## src/rtl/ysyx_24120013_ifetch.sv

```systemverilog
// Instruction fetch unit: issues one fetch request at a time, holds the returned
// word for the decode stage, and handles redirects that can kill an in-flight fetch.
module ysyx_24120013_ifetch #(
  parameter int unsigned ADDR_WIDTH = 32,
  parameter int unsigned DATA_WIDTH = 32,
  parameter logic [ADDR_WIDTH-1:0] RESET_PC = ADDR_WIDTH'(32'h8000_0000)
) (
  input  logic                  clk,
  input  logic                  rst,
  input  logic                  pc_jmp_en,
  input  logic [ADDR_WIDTH-1:0] pc_jmp_val,
  output logic                  mem_req_valid,
  input  logic                  mem_req_ready,
  output logic [ADDR_WIDTH-1:0] mem_req_addr,
  input  logic                  mem_rsp_valid,
  input  logic [DATA_WIDTH-1:0] mem_rsp_data,
  output logic                  inst_valid,
  input  logic                  inst_ready,
  output logic [DATA_WIDTH-1:0] inst,
  output logic [ADDR_WIDTH-1:0] inst_pc
);

  typedef enum logic [1:0] {
    S_REQ  = 2'd0,
    S_WAIT = 2'd1,
    S_HOLD = 2'd2
  } state_e;

  localparam logic [ADDR_WIDTH-1:0] ALIGN_MASK = ~ADDR_WIDTH'(32'd3);
  localparam logic [ADDR_WIDTH-1:0] PC_STEP    = ADDR_WIDTH'(32'd4);

  state_e                state_q,      state_d;
  logic [ADDR_WIDTH-1:0] pc_q,         pc_d;
  logic                  kill_q,       kill_d;
  logic [DATA_WIDTH-1:0] inst_q,       inst_d;
  logic [ADDR_WIDTH-1:0] inst_pc_q,    inst_pc_d;
  logic                  req_valid_q,  req_valid_d;
  logic                  inst_valid_q, inst_valid_d;

  logic [ADDR_WIDTH-1:0] jmp_tgt_s;
  logic                  req_hs_s;
  logic                  inst_hs_s;

  assign jmp_tgt_s = pc_jmp_val & ALIGN_MASK;
  assign req_hs_s  = req_valid_q && mem_req_ready;
  assign inst_hs_s = inst_valid_q && inst_ready;

  // Next-state and datapath updates; pc_q doubles as the in-flight address
  // whenever no kill is pending, so it is latched into inst_pc on delivery.
  always_comb begin
    state_d   = state_q;
    pc_d      = pc_q;
    kill_d    = kill_q;
    inst_d    = inst_q;
    inst_pc_d = inst_pc_q;

    case (state_q)
      S_REQ: begin
        if (req_hs_s) begin
          state_d = S_WAIT;
          if (pc_jmp_en) begin
            kill_d = 1'b1;
            pc_d   = jmp_tgt_s;
          end else begin
            kill_d = 1'b0;
          end
        end else if (pc_jmp_en) begin
          pc_d = jmp_tgt_s;
        end else begin
          pc_d = pc_q;
        end
      end
      S_WAIT: begin
        if (mem_rsp_valid) begin
          if (kill_q || pc_jmp_en) begin
            state_d = S_REQ;
            kill_d  = 1'b0;
            pc_d    = pc_jmp_en ? jmp_tgt_s : pc_q;
          end else begin
            state_d   = S_HOLD;
            inst_d    = mem_rsp_data;
            inst_pc_d = pc_q;
          end
        end else if (pc_jmp_en) begin
          kill_d = 1'b1;
          pc_d   = jmp_tgt_s;
        end else begin
          kill_d = kill_q;
        end
      end
      S_HOLD: begin
        if (pc_jmp_en) begin
          state_d = S_REQ;
          pc_d    = jmp_tgt_s;
        end else if (inst_hs_s) begin
          state_d = S_REQ;
          pc_d    = pc_q + PC_STEP;
        end else begin
          state_d = S_HOLD;
        end
      end
      default: begin
        state_d = S_REQ;
        kill_d  = 1'b0;
      end
    endcase

    req_valid_d  = (state_d == S_REQ);
    inst_valid_d = (state_d == S_HOLD);
  end

  // State and output registers; the valid flags are registered so both are low during reset.
  always_ff @(posedge clk or posedge rst) begin
    if (rst) begin
      state_q      <= S_REQ;
      pc_q         <= RESET_PC;
      kill_q       <= 1'b0;
      inst_q       <= {DATA_WIDTH{1'b0}};
      inst_pc_q    <= {ADDR_WIDTH{1'b0}};
      req_valid_q  <= 1'b0;
      inst_valid_q <= 1'b0;
    end else begin
      state_q      <= state_d;
      pc_q         <= pc_d;
      kill_q       <= kill_d;
      inst_q       <= inst_d;
      inst_pc_q    <= inst_pc_d;
      req_valid_q  <= req_valid_d;
      inst_valid_q <= inst_valid_d;
    end
  end

  assign mem_req_valid = req_valid_q;
  assign mem_req_addr  = pc_q;
  assign inst_valid    = inst_valid_q;
  assign inst          = inst_q;
  assign inst_pc       = inst_pc_q;

endmodule

```

## config.mk

```make
export PLATFORM = sky130hd
export DESIGN_NAME = ysyx_24120013_ifetch
export DESIGN_NICKNAME = d
export VERILOG_FILES = /design/src/rtl/ysyx_24120013_ifetch.sv
export SDC_FILE = /design/constraint.sdc
export NUM_CORES = 1
export LEC_CHECK = 0
export ABC_AREA = 1
export BUFFER_PORTS_ARGS = -buffer_cell sky130_fd_sc_hd__clkbuf_2
export CORE_UTILIZATION = 54
export CTS_CLUSTER_SIZE = 25
export DETAILED_ROUTE_END_ITERATION = 7
export MAX_ROUTING_LAYER = met4
export PLACE_DENSITY = 0.85
export SYNTH_ARGS = -nofsm -noshare
export SYNTH_HDL_FRONTEND = slang
export SYNTH_SLANG_ARGS = --single-unit
```

## constraint.sdc

```tcl
create_clock -name clk -period 4.45 [get_ports clk]
set_input_delay 0.445 -clock clk [delete_from_list [all_inputs] [get_ports clk]]
set_output_delay 0.445 -clock clk [all_outputs]
set_load 0.05 [all_outputs]
```

# Word level (Yosys, flattened, before mapping)
# Cells that the tools add are included.
[classes] addsub=1 n_eq_ne=7 muxes=18 bitwise_logic=2 n_reduce_logical=9
[op_table] op="2-to-1 mux 32 bit" n=5
[op_table] op="case mux 32 bit (3 select lines)" n=1
[op_table] op="adder 32 x 3 -> 32 bit, second input constant" n=1
[op_table] op="2-to-1 mux 2 bit" n=5
[op_table] op="inequality test 3 bit, second input constant" n=3
[op_table] op="case mux 2 bit (3 select lines)" n=1
[op_table] op="AND reduction 3 bit" n=2
[op_table] op="2-to-1 mux 1 bit" n=5
[op_table] op="equality test 2 bit, second input constant" n=2
[op_table] op="zero test 2 bit" n=2
[op_table] op="AND reduction 4 bit" n=1
[op_table] op="case mux 1 bit (3 select lines)" n=1
[op_table] op="nonzero test 3 bit" n=1
[op_table] op="equality test 2 x 1 -> 1 bit, second input constant" n=1
[op_table] op="logical AND 1 bit" n=2
[op_table] op="inequality test 2 bit, second input constant" n=1
[op_table] op="NOT 1 bit" n=2
[op_table] op="logical OR 1 bit" n=1
[word_totals] ff_bits=101 inputBits=70 out_inout_bits=98 elab_cells=44

# Logic depth before layout (Yosys ltp)
[depth] word_depth=5 ltp_mapped=11 ltp_nobuf=10

# Worst setup path before layout
# OpenSTA, ideal clock, no wires.
[synth_timing] path_kind="flip-flop to flip-flop" startpoint="reg pc_q[3], in the netlist mem_req_addr[3]" endpoint="reg pc_q[26], in the netlist mem_req_addr[26]" setup_time_ns=0.118 arrival_ns=1.728 required_time_ns=4.332 path_slack_ns=2.604 path_stages_with_launch=11 n_path_buf=0 period_less_slack_ns=1.846 cell_sequence="dfrtp_1 ha_1 nand2_1 nor2_2 nand2_1 nor2_2 nand2_1 nand2_1 nand3_1 nand2_1 nand2_1"
[synth_between] elab_chain_cells=4
[synth_rtl] element="start, declared" line="33" source="logic [ADDR_WIDTH-1:0] pc_q, pc_d;"
[synth_rtl] element="start signal, assigned" line="124" source="pc_q <= pc_d;"
[synth_rtl] element="adder 32 x 3 -> 32 bit" line="97" source="pc_d = pc_q + PC_STEP;"
[synth_rtl] element="2-to-1 mux 32 bit" line="95" source="end else if (inst_hs_s) begin"
[synth_rtl] element="2-to-1 mux 32 bit" line="92" source="if (pc_jmp_en) begin"
[synth_rtl] element="case mux 32 bit (3 select lines)" line="57" source="case (state_q)"
# Every way passes these cells. The select of a mux whose other input is x is not followed.
# A chain may end at the register's enable or synchronous reset.

# Worst setup path after layout
[layout_timing] startpoint="reg state_q[1]" endpoint="reg pc_q[7], in the netlist mem_req_addr[7]"
[layout_between] elab_chain_cells=3 elab_cells_between_ends=8 classes_between="eq/ne: 4; mux: 1; reduce/logical: 3"
[layout_rtl] element="start, declared" line="32" source="state_e state_q, state_d;"
[layout_rtl] element="start signal, assigned" line="123" source="state_q <= state_d;"
[layout_rtl] element="equality test 2 x 1 -> 1 bit, or another cell as far along" line="57"
[layout_rtl] element="inequality test 3 bit (no line) or nonzero test 3 bit (tied branches)"
[layout_rtl] element="AND reduction 3 bit (no line)"
# Several ways; a longest one is shown, not always the timed one.

==> results.ini <==
[run_status]
status=complete, no violations

[critical_path]
cp_max_fo=58
crit_slowest_cell=buf_4
cp.arrival_ns=2.66
critPathTopFamily=buffers and inverters
worst_path_largest_cell_delay_ns=0.49
criticalPathCategory=register to register
crit_chain=nand2_1 -> nor2_4 -> buf_4 -> nand2_2 -> nand3_2 -> buf_4 -> inv_2 -> a21oi_1 -> a21oi_1
critPathCaptureType=register
path_buf_inv=3
cp-start-kind=register
crit_required_ns=4.65

[timing]
worstMarginPinSlew_ns=0.8820
min_period_ns=2.455
fmax_ghz=0.4073
slew_viol_final=0
setup_viol=0
slew_headroom_pct=41.20
finalCritPeriodShare_pct=55.17
rsz0062_at_grt=no
fin_skew_ns=0.01437
hold_violations=0
finalSetupTns_ns=0

[place]
gp_congestion=0.8744
port_buffers=161
post-dp-hpwl_um=9101
dp_cells=819

[floorplan]
num_rows=34
dieArea_sq_mm=0.009307
pin_count=168
die_h_um=96.48
initial_core_util_pct=55.54
die_x_um=96.48
core_area_sq_mm=0.008678

[logic_synthesis]
yosys-top-cells-count=170 x nand2_1, 96 x dfrtp_1, 48 x nor2_1
synthesis.area_sq_mm=0.004820
yosysWarnings=0
ys_ff_latch=97
synth_area_leader_cell=dfrtp_1
synthCells=568
synth_top_area_share_pct=49.84
netlist-cell-type-count=28
synth_area_leaders=dfrtp_1 50%, nand2_1 13%, mux2_2 8.9%
yosysMostFrequentCell=nand2_1
synth-edff-count=0
async_flop_share_pct=100.0
ys_seq_area_share_pct=50.39
syn_area_per_cell_sq_um=8.485
synth-main-ff-cell=dfrtp_1

[clock_tree]
postCtsSetupRepairBufs=0
cts_resized=0
cts_hold_buf=0
insertion_delay_ns=0.36
cts_tree=yes
clock_sinks=97
htree_num_levels=3
clockBufferDepth=2
path_clk_slew_ns=0.10
cts_buffers=9
cts-root-buf=clkbuf_8

[routing]
drt-pass1-iter-count=5
first_iter_violations=199
num_vias=4302
routed_wl_um=12250
ant_nets=0
wl_per_cell_um=14.69
post_drt_via_cell_ratio=5.158
drc=0

[power_and_ir_drop]
ir_drop_v=0.0005009
leakagePower_nw=2.961
powerDensity_mw_per_mm2=866.5

[cells_and_area]
stdcell_count=834
nFillCells=738
layout.nets=793
drive_gt1_share_pct=33.20
diodes=0
synthToLayoutAreaGrowth_pct=21.08

[global_routing]
grt_util_all_layers_pct=27.61
grt_max_degree=90
overflow=0
grt_pass1_vias=3810
grt_pass1_wl_um=18750
grt_antenna_before_repair=0

[job]
drv_cap=0

[hold_path]
hp-class=input port to asynchronous set/reset pin

==> where the power goes <==
group / total, mW / switching (mW) / internal (mW) / leakage, nW
Sequential: 1.66 / 0.356 / 1.30 / 1.18
Combinational: 2.87 / 2.21 / 0.659 / 1.70
Clock: 0.532 / 0.313 / 0.219 / 0.0852
Total: 5.06 / 2.88 / 2.18 / 2.96
==> registers in the layout, indices dropped and copies added, names as in the netlist <==
signal         cells
kill_q             1
state_q            2
inst_valid         1
mem_req_addr      30
inst              32
inst_pc           30
mem_req_valid      1
==> cell usage in the layout (no fill, tap or decap), drive strengths merged, types with 2 or more instances in the layout <==
cell        n
nand2     171
clkbuf    171
dfrtp      96
nor2       57
o21ai      50
inv        47
nand3      40
mux2       38
a21oi      15
o21a       13
or2         6
conb        4
buf         4
o22ai       3
nand4       2
and2        2
clkinvlp    2
==> kinds of logic after synthesis <==
kind of cell	share of synthesized area [%]
AND/OR/NAND/NOR	24.25
flip-flops	50.39
AO/OA/AOI/OAI	9.320
buffers and inverters	6.646
multiplexers	8.878
adder cells (fa/ha/maj)	0.2596
other	0.07781
XOR/XNOR	0.1818
==> worst paths after layout <==
path	slack, ns	from	cells after the start	endpoint
max	2.00	state_q[1]$_DFF_PP0_	9	mem_req_addr[7]$_DFFE_PP0P_
min	0.1	rst	2	mem_req_addr[3]$_DFFE_PP0P_
max reg2reg	2.00	state_q[1]$_DFF_PP0_	9	mem_req_addr[7]$_DFFE_PP0P_
min reg2reg	0.49	inst_pc[15]$_DFFE_PP0P_	2	inst_pc[15]$_DFFE_PP0P_
max in group asynchronous	3.24	rst	3	inst_pc[21]$_DFFE_PP0P_
min in group clk	0.31	mem_rsp_data[28]	2	inst[28]$_DFFE_PP0P_
==> per-layer routing <==
metal	share of wire [%]	global-route usage [%]	vias up
li1	-	-	2137
met3	5.8	3.521	9
met2	48	45.36	156
met5	0	-	-
met1	46	36.64	2000
met4	0.78	6.495	0
==> final cells by class <==
class	count	area [sq um]	share of cell area, %
Clock inverter	5	37.54	0.6432
Timing Repair Buffer	165	835.8	14.32
Sequential cell	97	2429	41.62
Inverter	45	171.4	2.937
Clock buffer	10	137.6	2.358
Tap cell	108	135.1	2.316
Multi-Input combinational cell	404	2090	35.81
==> metrics by stage <==
stage | power, mW | setup WS, ns | area, sq um | hold WS (ns) | util (%)
6_report | 5.056 | 1.995 | 5836 | 0.09737 | 67.24
5_1_grt | 5.371 | 1.809 | 5836 | 0.1255 | 67.24
4_1_cts | 5.085 | 1.987 | 5836 | 0.1037 | 67.24
3_5_place_dp | 4.552 | 1.984 | 5660 | 0.4753 | 65.22
3_3_place_gp | 4.465 | 2.022 | 5660 | 0.4659 | 65.22
2_1_floorplan | 3.831 | 1.473 | 4831 | 0.4540 | -
Note: power is estimated with default switching activity, not from simulation.
